==> config.mk <==
export PLATFORM = sky130hd
export DESIGN_NAME = mts_pl_sysref_gen_flat
export DESIGN_NICKNAME = d
export VERILOG_FILES = /design/src/rtl/mts_pl_sysref_gen_if.sv /design/src/rtl/mts_pl_sysref_gen.sv /design/src/flat_wrapper.sv
export SDC_FILE = /design/constraint.sdc
export NUM_CORES = 1
export LEC_CHECK = 0
export ABC_AREA = 1
export CORE_MARGIN = 2
export CORE_UTILIZATION = 30
export DETAILED_ROUTE_END_ITERATION = 6
export GPL_TIMING_DRIVEN = 0
export PLACE_DENSITY_LB_ADDON = 0.1
export SYNTH_ARGS = -nofsm -noshare
export SYNTH_HDL_FRONTEND = slang
export SYNTH_SLANG_ARGS = --single-unit
export TNS_END_PERCENT = 10
==> constraint.sdc <==
create_clock -name pl_clk -period 3.2 [get_ports pl_clk]
set_clock_uncertainty 0.2 [all_clocks]
set_input_delay 0.48 -clock pl_clk [delete_from_list [all_inputs] [get_ports pl_clk]]
set_output_delay 0.48 -clock pl_clk [all_outputs]
set_load 0.03 [all_outputs]
==> src/rtl/mts_pl_sysref_gen_if.sv <==
// ---------------------------------------------------------------------------
// mts_pl_sysref_gen_if
//
// Bundles the configuration, control and status signals of the PL SYSREF
// generator into one interface. The controller side uses the master
// modport. The generator uses the slave modport.
//
// Signals
//   cfg_period  [CNT_W]     SYSREF period in pl_clk cycles (valid >= 2)
//   cfg_high    [CNT_W]     high time in cycles (valid 1..cfg_period-1)
//   cfg_npulse  [NPULSE_W]  pulses per burst, 0 = continuous
//   align_en                wait for align_tick before the first pulse
//   align_tick              single-cycle phase marker
//   arm                     start request, sampled every cycle
//   stop                    graceful stop request (level)
//   sysref_out              registered SYSREF output
//   busy                    generator is waiting for alignment or running
//   done                    one-cycle pulse when a run returns to idle
//   pulse_cnt   [NPULSE_W]  SYSREF rising edges since the last accepted arm
//   cfg_err                 sticky: the last arm was rejected for bad config
// ---------------------------------------------------------------------------
interface mts_pl_sysref_gen_if #(
  parameter int CNT_W    = 16,
  parameter int NPULSE_W = 8
);
  logic [CNT_W-1:0]    cfg_period;
  logic [CNT_W-1:0]    cfg_high;
  logic [NPULSE_W-1:0] cfg_npulse;
  logic                align_en;
  logic                align_tick;
  logic                arm;
  logic                stop;
  logic                sysref_out;
  logic                busy;
  logic                done;
  logic [NPULSE_W-1:0] pulse_cnt;
  logic                cfg_err;

  modport master (
    output cfg_period, cfg_high, cfg_npulse, align_en, align_tick, arm, stop,
    input  sysref_out, busy, done, pulse_cnt, cfg_err
  );

  modport slave (
    input  cfg_period, cfg_high, cfg_npulse, align_en, align_tick, arm, stop,
    output sysref_out, busy, done, pulse_cnt, cfg_err
  );
endinterface

==> src/rtl/mts_pl_sysref_gen.sv <==
// ---------------------------------------------------------------------------
// mts_pl_sysref_gen
//
// Produces the PL-side SYSREF pulse train for multi-tile synchronization.
// The pulse train is periodic and has a programmable high time. It runs
// either continuously or as an N-pulse burst. The first pulse can
// optionally wait for an external phase tick.
//
// Ports
//   pl_clk     PL clock. All logic runs on the rising edge.
//   pl_resetn  Asynchronous, active-low reset.
//   bus        Configuration, control and status (slave side of
//              mts_pl_sysref_gen_if).
//
// Every output is registered. The first high cycle of sysref_out follows
// the edge that samples an accepted arm (or align_tick) directly. A run ends
// only on the last phase of a period, so a pulse is never truncated.
// ---------------------------------------------------------------------------
module mts_pl_sysref_gen #(
  parameter int CNT_W    = 16,
  parameter int NPULSE_W = 8
) (
  input logic                pl_clk,
  input logic                pl_resetn,
  mts_pl_sysref_gen_if.slave bus
);

  typedef enum logic [1:0] {
    IDLE       = 2'd0,
    WAIT_ALIGN = 2'd1,
    RUN        = 2'd2
  } state_t;

  state_t              state, state_d;
  logic [CNT_W-1:0]    phase, phase_d;
  logic [CNT_W-1:0]    phase_inc;
  logic                last_phase;
  logic                sysref_q, sysref_d;
  logic                busy_q, busy_d;
  logic                done_q, done_d;
  logic                cfg_err_q, cfg_err_d;
  logic [NPULSE_W-1:0] pulse_cnt_q, pulse_cnt_d;
  logic                latch_cfg;
  logic                burst_done;

  // Configuration captured at the accepted arm. It is held for the whole run.
  logic [CNT_W-1:0]    period_l;
  logic [CNT_W-1:0]    high_l;
  logic [NPULSE_W-1:0] npulse_l;

  // A configuration is usable only when both of these hold:
  //   - the period is at least 2 (any bit above bit 0 is set);
  //   - the high time lies strictly inside the period.
  function automatic logic cfg_ok(input logic [CNT_W-1:0] period,
                                  input logic [CNT_W-1:0] high);
    return (period[CNT_W-1:1] != '0) && (high != '0) && (high < period);
  endfunction

  // The pulse counter sticks at all-ones instead of wrapping.
  function automatic logic [NPULSE_W-1:0] sat_inc(input logic [NPULSE_W-1:0] v);
    return (&v) ? v : v + NPULSE_W'(1);
  endfunction

  assign phase_inc  = phase + CNT_W'(1);
  assign last_phase = (phase == period_l - CNT_W'(1));
  // pulse_cnt already includes the pulse that is ending. Comparing it with
  // npulse therefore asks whether the burst is complete.
  assign burst_done = (npulse_l != '0) && (pulse_cnt_q == npulse_l);

  always_comb begin
    state_d     = state;
    phase_d     = phase;
    sysref_d    = 1'b0;
    busy_d      = 1'b0;
    done_d      = 1'b0;
    cfg_err_d   = cfg_err_q;
    pulse_cnt_d = pulse_cnt_q;
    latch_cfg   = 1'b0;

    unique case (state)
      IDLE: begin
        if (bus.arm && !bus.stop) begin
          if (cfg_ok(bus.cfg_period, bus.cfg_high)) begin
            latch_cfg = 1'b1;
            cfg_err_d = 1'b0;
            phase_d   = '0;
            if (bus.align_en) begin
              state_d     = WAIT_ALIGN;
              pulse_cnt_d = '0;
            end else begin
              // Enter RUN directly at phase 0. This is the first rising edge.
              state_d     = RUN;
              sysref_d    = 1'b1;
              pulse_cnt_d = NPULSE_W'(1);
            end
          end else begin
            cfg_err_d = 1'b1;
          end
        end
      end

      WAIT_ALIGN: begin
        // stop takes priority over a tick in the same cycle.
        if (bus.stop) begin
          state_d = IDLE;
        end else if (bus.align_tick) begin
          state_d     = RUN;
          phase_d     = '0;
          sysref_d    = 1'b1;
          pulse_cnt_d = sat_inc(pulse_cnt_q);
        end
      end

      RUN: begin
        if (last_phase) begin
          if (bus.stop || burst_done) begin
            state_d = IDLE;
            phase_d = '0;
            done_d  = 1'b1;
          end else begin
            phase_d     = '0;
            sysref_d    = 1'b1;
            pulse_cnt_d = sat_inc(pulse_cnt_q);
          end
        end else begin
          phase_d  = phase_inc;
          sysref_d = (phase_inc < high_l);
        end
      end

      default: begin
        state_d = IDLE;
        phase_d = '0;
      end
    endcase

    busy_d = (state_d != IDLE);
  end

  // State and status registers.
  always_ff @(posedge pl_clk or negedge pl_resetn) begin
    if (!pl_resetn) begin
      state       <= IDLE;
      phase       <= '0;
      sysref_q    <= 1'b0;
      busy_q      <= 1'b0;
      done_q      <= 1'b0;
      cfg_err_q   <= 1'b0;
      pulse_cnt_q <= '0;
    end else begin
      state       <= state_d;
      phase       <= phase_d;
      sysref_q    <= sysref_d;
      busy_q      <= busy_d;
      done_q      <= done_d;
      cfg_err_q   <= cfg_err_d;
      pulse_cnt_q <= pulse_cnt_d;
    end
  end

  // Latched configuration. It is loaded only on an accepted arm, so it needs
  // no reset.
  always_ff @(posedge pl_clk) begin
    if (latch_cfg) begin
      period_l <= bus.cfg_period;
      high_l   <= bus.cfg_high;
      npulse_l <= bus.cfg_npulse;
    end
  end

  assign bus.sysref_out = sysref_q;
  assign bus.busy       = busy_q;
  assign bus.done       = done_q;
  assign bus.pulse_cnt  = pulse_cnt_q;
  assign bus.cfg_err    = cfg_err_q;

endmodule

==> src/flat_wrapper.sv <==
// flat-port wrapper written by rule: the top's interface ports become plain ports
module mts_pl_sysref_gen_flat 
#(
  parameter int CNT_W    = 16,
  parameter int NPULSE_W = 8
)
  (pl_clk, pl_resetn, bus_cfg_period, bus_cfg_high, bus_cfg_npulse, bus_align_en, bus_align_tick, bus_arm, bus_stop, bus_sysref_out, bus_busy, bus_done, bus_pulse_cnt, bus_cfg_err);
  mts_pl_sysref_gen_if #(.CNT_W(CNT_W), .NPULSE_W(NPULSE_W)) bus_i ();
  input logic pl_clk;
  input logic pl_resetn;
  input wire logic [$bits(bus_i.cfg_period)-1:0] bus_cfg_period;
  input wire logic [$bits(bus_i.cfg_high)-1:0] bus_cfg_high;
  input wire logic [$bits(bus_i.cfg_npulse)-1:0] bus_cfg_npulse;
  input wire logic [$bits(bus_i.align_en)-1:0] bus_align_en;
  input wire logic [$bits(bus_i.align_tick)-1:0] bus_align_tick;
  input wire logic [$bits(bus_i.arm)-1:0] bus_arm;
  input wire logic [$bits(bus_i.stop)-1:0] bus_stop;
  output wire logic [$bits(bus_i.sysref_out)-1:0] bus_sysref_out;
  output wire logic [$bits(bus_i.busy)-1:0] bus_busy;
  output wire logic [$bits(bus_i.done)-1:0] bus_done;
  output wire logic [$bits(bus_i.pulse_cnt)-1:0] bus_pulse_cnt;
  output wire logic [$bits(bus_i.cfg_err)-1:0] bus_cfg_err;
  assign bus_i.cfg_period = bus_cfg_period;
  assign bus_i.cfg_high = bus_cfg_high;
  assign bus_i.cfg_npulse = bus_cfg_npulse;
  assign bus_i.align_en = bus_align_en;
  assign bus_i.align_tick = bus_align_tick;
  assign bus_i.arm = bus_arm;
  assign bus_i.stop = bus_stop;
  assign bus_sysref_out = bus_i.sysref_out;
  assign bus_busy = bus_i.busy;
  assign bus_done = bus_i.done;
  assign bus_pulse_cnt = bus_i.pulse_cnt;
  assign bus_cfg_err = bus_i.cfg_err;
  mts_pl_sysref_gen #(.CNT_W(CNT_W), .NPULSE_W(NPULSE_W)) u_core (.pl_clk(pl_clk), .pl_resetn(pl_resetn), .bus(bus_i));
endmodule
==> results of run 1 <==
## cell type report
| cell class | count | area (um^2) | share of cell area (%) |
|---|---|---|---|
| multi-input cells | 439 | 2522 | 40.65 |
| flip-flops and latches | 70 | 1952 | 31.45 |
| repair buffers | 66 | 653.1 | 10.52 |
| inverters | 112 | 421.7 | 6.794 |
| well taps | 216 | 270.3 | 4.355 |
| clock buffers | 11 | 264.0 | 4.254 |
| clock inverters | 5 | 102.6 | 1.653 |
| plain buffers | 3 | 20.02 | 0.3226 |
## cell usage after synthesis, types with 2 or more instances
master,number
dfrtp_1,30
a21oi_1,20
nor2_2,7
ha_1,37
a21o_1,2
o22ai_1,10
nor2_4,2
xor2_1,29
nand2_1,157
edfxtp_1,40
nand3b_1,4
nand4_1,10
o21ai_0,19
nor2_1,66
o21ai_1,5
nor4_1,7
nand3_1,40
nand2_2,5
inv_1,111
nor3_1,7
xnor2_1,4
## metrics by stage
step	cells	worst slack (ns)	hold WS, ns	total power (W)	TNS [ns]
after floorplan	624	0.1865	-0.01559	0.001806	0
after global placement	897	-0.9700	0.3032	0.002143	-41.02
after detailed placement	898	-0.1930	0.2936	0.002172	-5.576
after CTS	914	0.002697	0.06947	0.003398	0
after global routing	922	-0.007543	0.09827	0.003602	-0.007543
final	922	0.1701	0.03725	0.003405	0
## how the worst max path moves through the flow
| stage | start | end | slack [ns] | depth (start not counted) |
|---|---|---|---|---|
| after floorplan | bus_cfg_period[15] | u_core.high_l[0] | 0.19 | 8 |
| after global placement | bus_cfg_period[5] | u_core.period_l[2] | -0.97 | 9 |
| after detailed placement | bus_cfg_period[15] | u_core.phase[13] | -0.19 | 11 |
| after CTS | u_core.phase[0] | u_core.bus.sysref_out | 0.003 | 17 |
| after global routing | u_core.phase[0] | u_core.bus.sysref_out | -0.008 | 14 |
| final | u_core.phase[0] | u_core.bus.sysref_out | 0.17 | 17 |
## registers in the layout (all words and copies together) (netlist names)
signal / flops
u_core.bus.busy: 1
u_core.bus.cfg_err: 1
u_core.bus.done: 1
u_core.bus.pulse_cnt: 8
u_core.bus.sysref_out: 1
u_core.high_l: 16
u_core.npulse_l: 8
u_core.period_l: 16
u_core.phase: 16
u_core.state: 2
## logic make-up (layout without fill, tap and decap cells)
family          after synthesis  after routing
compound gates               58             58
xor+xnor                     33             33
fa+ha+maj                    37             37
buf+inv                     115            197
flops                        70             70
simple gates                311            311
## timing repair
action / 4_1_cts / 5_1_grt
pin swaps: 0 / 12
gates resized for setup: 5 / 16
setup buffers: 0 / 8
endpoints found under the setup margin: 1 / 2
## report_power, final
group	internal, W	total [W]	switching [W]
registers	0.00107	0.00116	0.0000926
clock network	0.000829	0.00122	0.000390
logic	0.000384	0.00103	0.000642
## layer usage
metal / global-route usage, % / vias to the layer above / wire length [um]
met2: 26.53 / 71 / 6026
met4: 6.008 / 0 / 254
met5: 0 / - / 0
met1: 20.35 / 1871 / 6001
met3: 1.914 / 18 / 375
li1: - / 2171 / -
==> impl_metrics.csv, run 1 <==
group,metric,value,unit
run_status,status,"complete, no violations",
clock_network,path_clk_slew,0.06,ns
layout,final_cell_mix,"156 x nand2_1, 109 x inv_1, 59 x nor2_1, 56 x clkdlybuf4s50_1, 40 x edfxtp_1",
setup_path,required,3.22,ns
layout,fin_util,39.21,%
clock_network,cts.path.max_buffers,2,
logic_synthesis,synthXorXnorAreaFrac,5.991,%
floorplanning,dieHeight,130.8,um
logic_synthesis,synthTopCellsByArea,"edfxtp_1 25%, dfrtp_1 16%, nand2_1 12%",
drt,drc_errors,0,
setup_path,crit_fanout,4,
timing,fmax,0.3300,GHz
setup_path,cp_top_family,"simple AND/OR/NAND/NOR gates",
setup_path,reg2reg_to,"u_core.bus.sysref_out",
logic_synthesis,synth_top_cell_by_area,"edfxtp_1",
global_route,track_usage,15.61,%
setup_path,r2r-start,"u_core.phase[0]",
clock_network,htree_levels,3,
clock_network,clock-root-buffer,"clkbuf_16",
layout,drive_above_1_share,9.348,%
logic_synthesis,synth-main-ff-cell,"edfxtp_1",
layout,fin_area,6206,um^2
layout,nFillCells,1598,
setup_path,cp_num_buf_inv,2,
logic_synthesis,synth.top_cell.area_share,24.90,%
logic_synthesis,synth_cell_types,33,
layout,area_growth,28.63,%
logic_synthesis,synthAdderAreaFrac,9.595,%
place,routabilityCongestion,0.8313,
timing,slew_violations,0,
power,power_density,548.6,nW/um^2
timing,timing.slew.headroom,46.85,%
timing,timing.final.crit_share,94.69,%
clock_network,ctsHoldBuffers,0,
logic_synthesis,synth_top_family_by_area,"simple AND/OR/NAND/NOR gates",
setup_path,cpMostUsedCell,"nor2_2",
timing,max_slew.worst_pin.slew,0.7972,ns
drt,routedWlPerCell,13.73,um
logic_synthesis,ys_warn_count,0,
logic_synthesis,synth.ff_latch_count,70,
timing,fin_crit,3.030,ns
clock_network,worstSkewPairLatency,0.33,ns
clock_network,cts_sinks,70,
global_route,grt_max_degree,31,
logic_synthesis,synth_compound_area_share,6.483,%
setup_path,startpoint_type,"register",
setup_path,path_cells,"ha_2, nand3_2, nor2_2, nand2_2, nor2_2, inv_1, nor2_2, nand2_1, xor2_1, inv_1, ha_1, nand2_1, or3_1, nor2_2, o31ai_2, nand3_1, a21oi_2",
place,io_buffers,57,
power,p_leak,2.922,nW
floorplanning,io_pins,58,
logic_synthesis,syn_avg_cell_area,7.732,um^2
timing,setup_viol_count_final,0,
logic_synthesis,synthMuxAreaShare,0,%
timing,rsz0062_at_grt,"true",
setup_path,end_kind,"register",
drt,drt-pass1-iter-count,4,
layout,diodes,0,
drt,routed_wl,12660,um
drt,vias,4131,
logic_synthesis,synth-seq-area-share,40.46,%
drt,viasPerCell,4.480,
timing,finalHoldViolCount,0,
floorplanning,die_w,130.8,um
setup_path,r2r_slack,0.17,ns
logic_synthesis,syn_nets,707,
logic_synthesis,async_flop_share,42.86,%
drt,drt_iter0_drc,194,
floorplanning,rows,46,
hold_path,hold_path.class,"input pin to async pin",
logic_synthesis,syn_inst,624,
setup_path,crit_type,"register to register",
setup_path,slowest_delay,0.41,ns
floorplanning,start_util,30.48,%
floorplanning,fp.coreArea,15830,um^2
global_route,grt_overflow,0,
global_route,grt_pass1_vias,4115,
layout,nets,784,
setup_path,cp.arrival,3.05,ns
global_route,grt_pass1_wl,20400,um
layout,layout_commonest_cell,"nand2_1",
place,post_dp_cell_area,5695,um^2
logic_synthesis,synth-simple-area-share,28.32,%
drt,antenna_left,0,
clock_network,cts_buffers,9,
power,max-vdd-ir-drop,0.0002905,V
run,max-cap-violations,0,
global_route,antenna_found_initial,0,
place,hpwl,10350,um
setup_path,slowest_stage,"dfrtp_1",
logic_synthesis,synth_area,4825,um^2
clock_network,cts_tree,"built",
logic_synthesis,synth_edf_count,40,
floorplanning,die-area,17110,um^2
setup_path,r2r_cells,17,
Note: power is estimated with default switching activity, not from simulation.
==> run 2, diff against run 1 <==
PLACE_DENSITY = 0.55   (was default)
PLACE_DENSITY_LB_ADDON = default   (was 0.1)
TNS_END_PERCENT = default   (was 10)
==> run 2 against run 1 <==
- via count fell by 2.4%
- worst hold slack got worse by 0.042 ns
- cell area fell by 1.6%
- non-clock buffer count fell by 3
- largest cell class unchanged
- the run now ends with negative hold slack left
==> impl_metrics.csv, run 2 (synthesized netlist as in run 1, its figures left out) <==
group,metric,value,unit
timing,timing.final.crit_share,94.12,%
layout,nets,781,
drt,antenna_left,0,
floorplanning,rows,46,
drt,routed_wl,11340,um
clock_network,cts_sinks,70,
drt,wl_met2,5221,um
run_status,status,"complete, but fails checks",
timing,max_slew.worst_pin.slew,0.7192,ns
drt,drc_errors,0,
global_route,grt_max_degree,33,
layout,final_cell_mix,"156 x nand2_1, 109 x inv_1, 61 x nor2_1, 56 x clkdlybuf4s50_1, 40 x edfxtp_1",
timing,slew_violations,0,
layout,nFillCells,1590,
setup_path,cp.arrival,3.03,ns
clock_network,path_clk_slew,0.06,ns
floorplanning,fp.coreArea,15830,um^2
place,pre_cts_ws,-0.1944,ns
drt,drt-pass1-iter-count,4,
setup_path,crit_type,"register to register",
timing,setup_viol_count_final,0,
drt,vias,4030,
global_route,grt_overflow,0,
hold_path,hold_path.class,"input pin to async pin",
floorplanning,start_util,30.48,%
power,max-vdd-ir-drop,0.0002318,V
floorplanning,die-area,17110,um^2
timing,holdWs,-0.004966,ns
timing,fin_tns_setup,0,ns
drt,viasPerCell,4.385,
setup_path,crit_fanout,3,
drt,drt-met1-wl,5603,um
drt,drt_iter0_drc,146,
timing,rsz0062_at_grt,"true",
place,hpwl,9407,um
floorplanning,die_w,130.8,um
setup_path,end_kind,"register",
global_route,antenna_found_initial,0,
place,io_buffers,57,
layout,fin_util,38.59,%
clock_network,worstSkewPairLatency,0.33,ns
drt,wl_met3,276,um
floorplanning,io_pins,58,
layout,layout_commonest_cell,"nand2_1",
drt,routedWlPerCell,12.34,um
timing,timing.slew.headroom,52.06,%
power,power_density,510.4,nW/um^2
setup_path,r2r_cells,17,
power,finalPower,0.003117,W
timing,finalHoldViolCount,4,
timing,fmax,0.3320,GHz
timing,fin_crit,3.012,ns
setup_path,startpoint_type,"register",
drt,top_layer,"met4",
run_status,violations,"negative hold slack",
layout,diodes,0,
layout,top_regs,"u_core.high_l: 16 flops, u_core.period_l: 16 flops, u_core.phase: 16 flops",
timing,layout_setup_ws,0.1881,ns
global_route,grt_pass1_wl,19100,um
run,max-cap-violations,0,
floorplanning,dieHeight,130.8,um
place,routabilityCongestion,0.8764,
clock_network,cts_tree,"built",
power,p_leak,2.869,nW
clock_network,cts_buffers,9,
clock_network,cts.path.max_buffers,2,
global_route,grt_pass1_vias,3917,
clock_network,clock-root-buffer,"clkbuf_16",
clock_network,htree_levels,3,
layout,area_growth,26.58,%
setup_path,required,3.22,ns
global_route,track_usage,14.36,%
layout,drive_above_1_share,8.535,%
==> run 2: cell types whose count changed in the layout (fill, tap and decap cells not counted), sizes merged <==
cell | previous run | this run
buf | 12 | 9
bufinv | 3 | 1
clkinv | 2 | 4
==> run 2: power by group <==
group          internal [W]  switching (W)  leakage [nW]  total [W]
clock network      0.000599       0.000358         0.139   0.000956
registers           0.00107      0.0000922         0.772    0.00116
logic              0.000373       0.000627          1.96    0.00100
total               0.00204        0.00108          2.87    0.00312
==> run 2: stage by stage <==
stage | cells | cell area (um^2)
floorplan | 624 | 4827
global placement | 897 | 5668
detailed placement | 898 | 5688
CTS | 914 | 5998
global route | 919 | 6107
finish | 919 | 6107
==> run 2: timing repair <==
action,in CTS,in global routing
cloned,0,0
resized for setup,4,20
setup endpoints to repair,1,4
setup buffers,0,5
pin swaps,0,11
hold buffers,0,0
==> run 2: area by class of cell <==
type | count | area, um^2 | share of cell area (%)
sequential | 70 | 1952 | 31.96
buffer | 3 | 21.27 | 0.3483
inverter | 112 | 421.7 | 6.904
timing repair buffer | 63 | 623.1 | 10.20
multi-input combinational | 439 | 2534 | 41.49
clock buffer | 11 | 232.7 | 3.811
clock inverter | 5 | 52.55 | 0.8605
tap | 216 | 270.3 | 4.425
==> run 2: critical path, stage by stage (launching register included) <==
cell     delay (ns)
dfrtp_1        0.40
ha_2           0.24
nand3_4        0.10
nor2_4         0.13
nand2_2        0.07
nor2_2         0.09
inv_1          0.07
nor2_2         0.14
nand2_1        0.11
xor2_2         0.16
inv_1          0.06
ha_1           0.26
nand2_1        0.07
or3_1          0.37
nor2_1         0.15
o31ai_2        0.09
nand3_1        0.11
a21oi_2        0.06
==> run 2: metal layers <==
metal	global-route usage, %	up-vias
li1	-	2158
met1	20.08	1798
met2	22.55	61
met3	1.873	13
met4	5.820	0
met5	0	-
==> run 2: worst paths after layout <==
check / start / endpoint / slack [ns]
setup reg to reg: u_core.phase[1] / u_core.bus.sysref_out / 0.19
setup / recovery: u_core.phase[1] / u_core.bus.sysref_out / 0.19
min in group pl_clk: u_core.bus.cfg_err / u_core.bus.cfg_err / 0.31
hold / removal: pl_resetn / u_core.phase[0] / -0.005
hold reg to reg: u_core.bus.cfg_err / u_core.bus.cfg_err / 0.31
max in group asynchronous: pl_resetn / u_core.bus.done / 2.33
==> run 3, diff against run 2 <==
CTS_BUF_LIST = sky130_fd_sc_hd__clkbuf_8   (was default)
==> run 3 against run 2 <==
- the run now ends clean
- first-iteration DRC count rose by 2.1%
- worst setup slack gained 0.014 ns
- die area unchanged
- via count fell by 0.17%
- clock power shrank 29%
- final cell count up 0.11%
- global-route usage is 0.088 points lower
- cell area fell by 1.2%
- critical path type is now input pin to register
- largest cell class unchanged
==> impl_metrics.csv, run 3 (synthesized netlist as in run 1, its figures left out) <==
group,metric,value,unit
power,power_density,471.7,nW/um^2
clock_network,cts_buffers,9,
timing,slew_violations,0,
timing,setup_viol_count_final,0,
floorplanning,start_util,30.48,%
global_route,grt_overflow,0,
layout,nFillCells,1604,
setup_path,required,3.22,ns
clock_network,htree_levels,3,
layout,area_growth,25.00,%
clock_network,clock-root-buffer,"clkbuf_8",
clock_network,path_clk_slew,0.07,ns
place,io_buffers,57,
drt,routedWlPerCell,12.40,um
global_route,grt_max_degree,33,
layout,final_cell_mix,"156 x nand2_1, 110 x inv_1, 61 x nor2_1, 56 x clkdlybuf4s50_1, 40 x edfxtp_1",
floorplanning,dieHeight,130.8,um
place,routabilityCongestion,0.8764,
power,p_sw,0.001050,W
setup_path,crit_type,"input pin to register",
run,max-cap-violations,0,
layout,seq_area,1954,um^2
global_route,track_usage,14.27,%
power,intPower,0.001795,W
clock_network,worstSkewPairLatency,0.34,ns
global_route,antenna_found_initial,0,
layout,multiInputGateArea,2547,um^2
setup_path,slowest_delay,0.51,ns
floorplanning,fp.coreArea,15830,um^2
setup_path,cp_num_buf_inv,3,
layout,top_regs,"u_core.high_l: 16 flops, u_core.period_l: 16 flops, u_core.phase: 16 flops",
run_status,status,"complete, no violations",
global_route,grt_pass1_wl,19110,um
clock_network,cts_sinks,70,
drt,viasPerCell,4.373,
layout,layout_commonest_cell,"nand2_1",
power,power_frac_seq,41.0,%
clock_network,cts.path.max_buffers,2,
power,switching_share,36.90,%
power,clock_power_share,23.8,%
setup_path,slowest_stage,"clkdlybuf4s50_1",
power,max-vdd-ir-drop,0.0002006,V
setup_path,crit_fanout,10,
layout,nets,782,
layout,drive_above_1_share,8.949,%
timing,fmax,0.3335,GHz
timing,finalHoldViolCount,0,
floorplanning,die-area,17110,um^2
power,combPwrFrac,35.3,%
setup_path,cp_top_family,"buffers and inverters",
timing,fin_crit,2.998,ns
hold_path,hold_path.class,"register to register",
clock_network,cts_tree,"built",
floorplanning,io_pins,58,
drt,routed_wl,11410,um
setup_path,path_cells,"clkdlybuf4s50_1, inv_1, ha_1, a21oi_1, o21a_1, nand2_1, nand2_1, a21oi_1, nor2_1, clkbuf_1, o22ai_1",
timing,timing.final.crit_share,93.70,%
timing,timing.slew.headroom,52.16,%
drt,drc_errors,0,
setup_path,cp.arrival,3.02,ns
global_route,grt_pass1_vias,3927,
place,pre_cts_ws,-0.1944,ns
drt,drt-pass1-iter-count,4,
drt,antenna_left,0,
setup_path,startpoint_type,"input pin",
layout,diodes,0,
drt,drt_iter0_drc,149,
floorplanning,die_w,130.8,um
place,hpwl,9407,um
timing,holdWs,0.3091,ns
timing,layout_setup_ws,0.2017,ns
floorplanning,rows,46,
layout,stdcell_count,920,
place,dp.cells,898,
setup_path,end_kind,"register",
drt,vias,4023,
timing,max_slew.worst_pin.slew,0.7176,ns
power,p_leak,2.831,nW
run 3: changes by cell type in the layout (fill, tap and decap cells not counted), sizes merged:
| cell | previous run | this run |
|---|---|---|
| inv | 111 | 113 |
| clkbuf | 12 | 10 |
| dlygate4sd3 | 0 | 1 |
run 3: cell type report:
type / instances / area share, %
Sequential cell: 70 / 32.41
Clock buffer: 9 / 2.054
Buffer: 3 / 0.3320
Tap cell: 216 / 4.481
Timing Repair Buffer: 64 / 10.50
Multi-Input combinational cell: 439 / 42.24
Inverter: 112 / 6.992
Clock inverter: 7 / 0.9959
run 3: worst register-to-register path, stage by stage, from the launching register on:
cell     delay [ns]
dfrtp_1        0.39
inv_2          0.08
nor3_4         0.26
nand3_4        0.14
nor4_4         0.30
xor2_1         0.24
inv_1          0.07
ha_1           0.31
a21oi_2        0.13
o21ai_1        0.07
nand3_1        0.07
a21oi_1        0.08
o31ai_2        0.31
nand3_1        0.14
a21oi_2        0.14
run 3: path summary, 6_finish.rpt:
| kind | startpoint | end | slack, ns | depth (start not counted) |
|---|---|---|---|---|
| worst min-delay path | u_core.bus.cfg_err | u_core.bus.cfg_err | 0.31 | 2 |
| worst max register to register | u_core.phase[2] | u_core.bus.sysref_out | 0.21 | 14 |
| max in group asynchronous | pl_resetn | u_core.phase[1] | 1.79 | 2 |
| worst min register to register | u_core.bus.cfg_err | u_core.bus.cfg_err | 0.31 | 2 |
| min in group asynchronous | pl_resetn | u_core.phase[0] | 0.52 | 2 |
| worst max-delay path | bus_cfg_period[5] | u_core.phase[4] | 0.20 | 11 |
run 3: timing repair:
action                     in CTS  in global routing
setup endpoints to repair       1                  1
hold endpoints to repair        6                  0
cloned                          0                  0
gates resized for setup         4                 23
pin swaps                       0                 11
buffers inserted                0                  5
hold buffers                    1                  0
run 3: power groups by stage:
stage	clock [W]	combinational (W)	sequential [W]
after detailed placement	0	0.000981	0.00118
after floorplan	0	0.000582	0.00122
final	0.000676	0.00100	0.00117
after global routing	0.000735	0.00113	0.00118
after CTS	0.000694	0.000989	0.00116
after global placement	0	0.000948	0.00118
run 3: metrics by stage:
stage	util, %	total power (W)	cell area [um^2]	TNS, ns
global route	38.10	0.003045	6031	-0.01188
CTS	37.32	0.002843	5907	0
global placement	35.81	0.002125	5668	-36.52
detailed placement	35.94	0.002160	5688	-2.530
floorplan	-	0.001806	4827	0
finish	38.10	0.002845	6031	0
run 3: routing by layer:
metal | GRT usage (%) | vias to the layer above | part of all wire (%)
li1 | - | 2156 | -
met1 | 20.08 | 1793 | 49
met2 | 22.61 | 62 | 46
met3 | 1.629 | 12 | 2.8
met4 | 5.444 | 0 | 1.8
met5 | 0 | - | 0
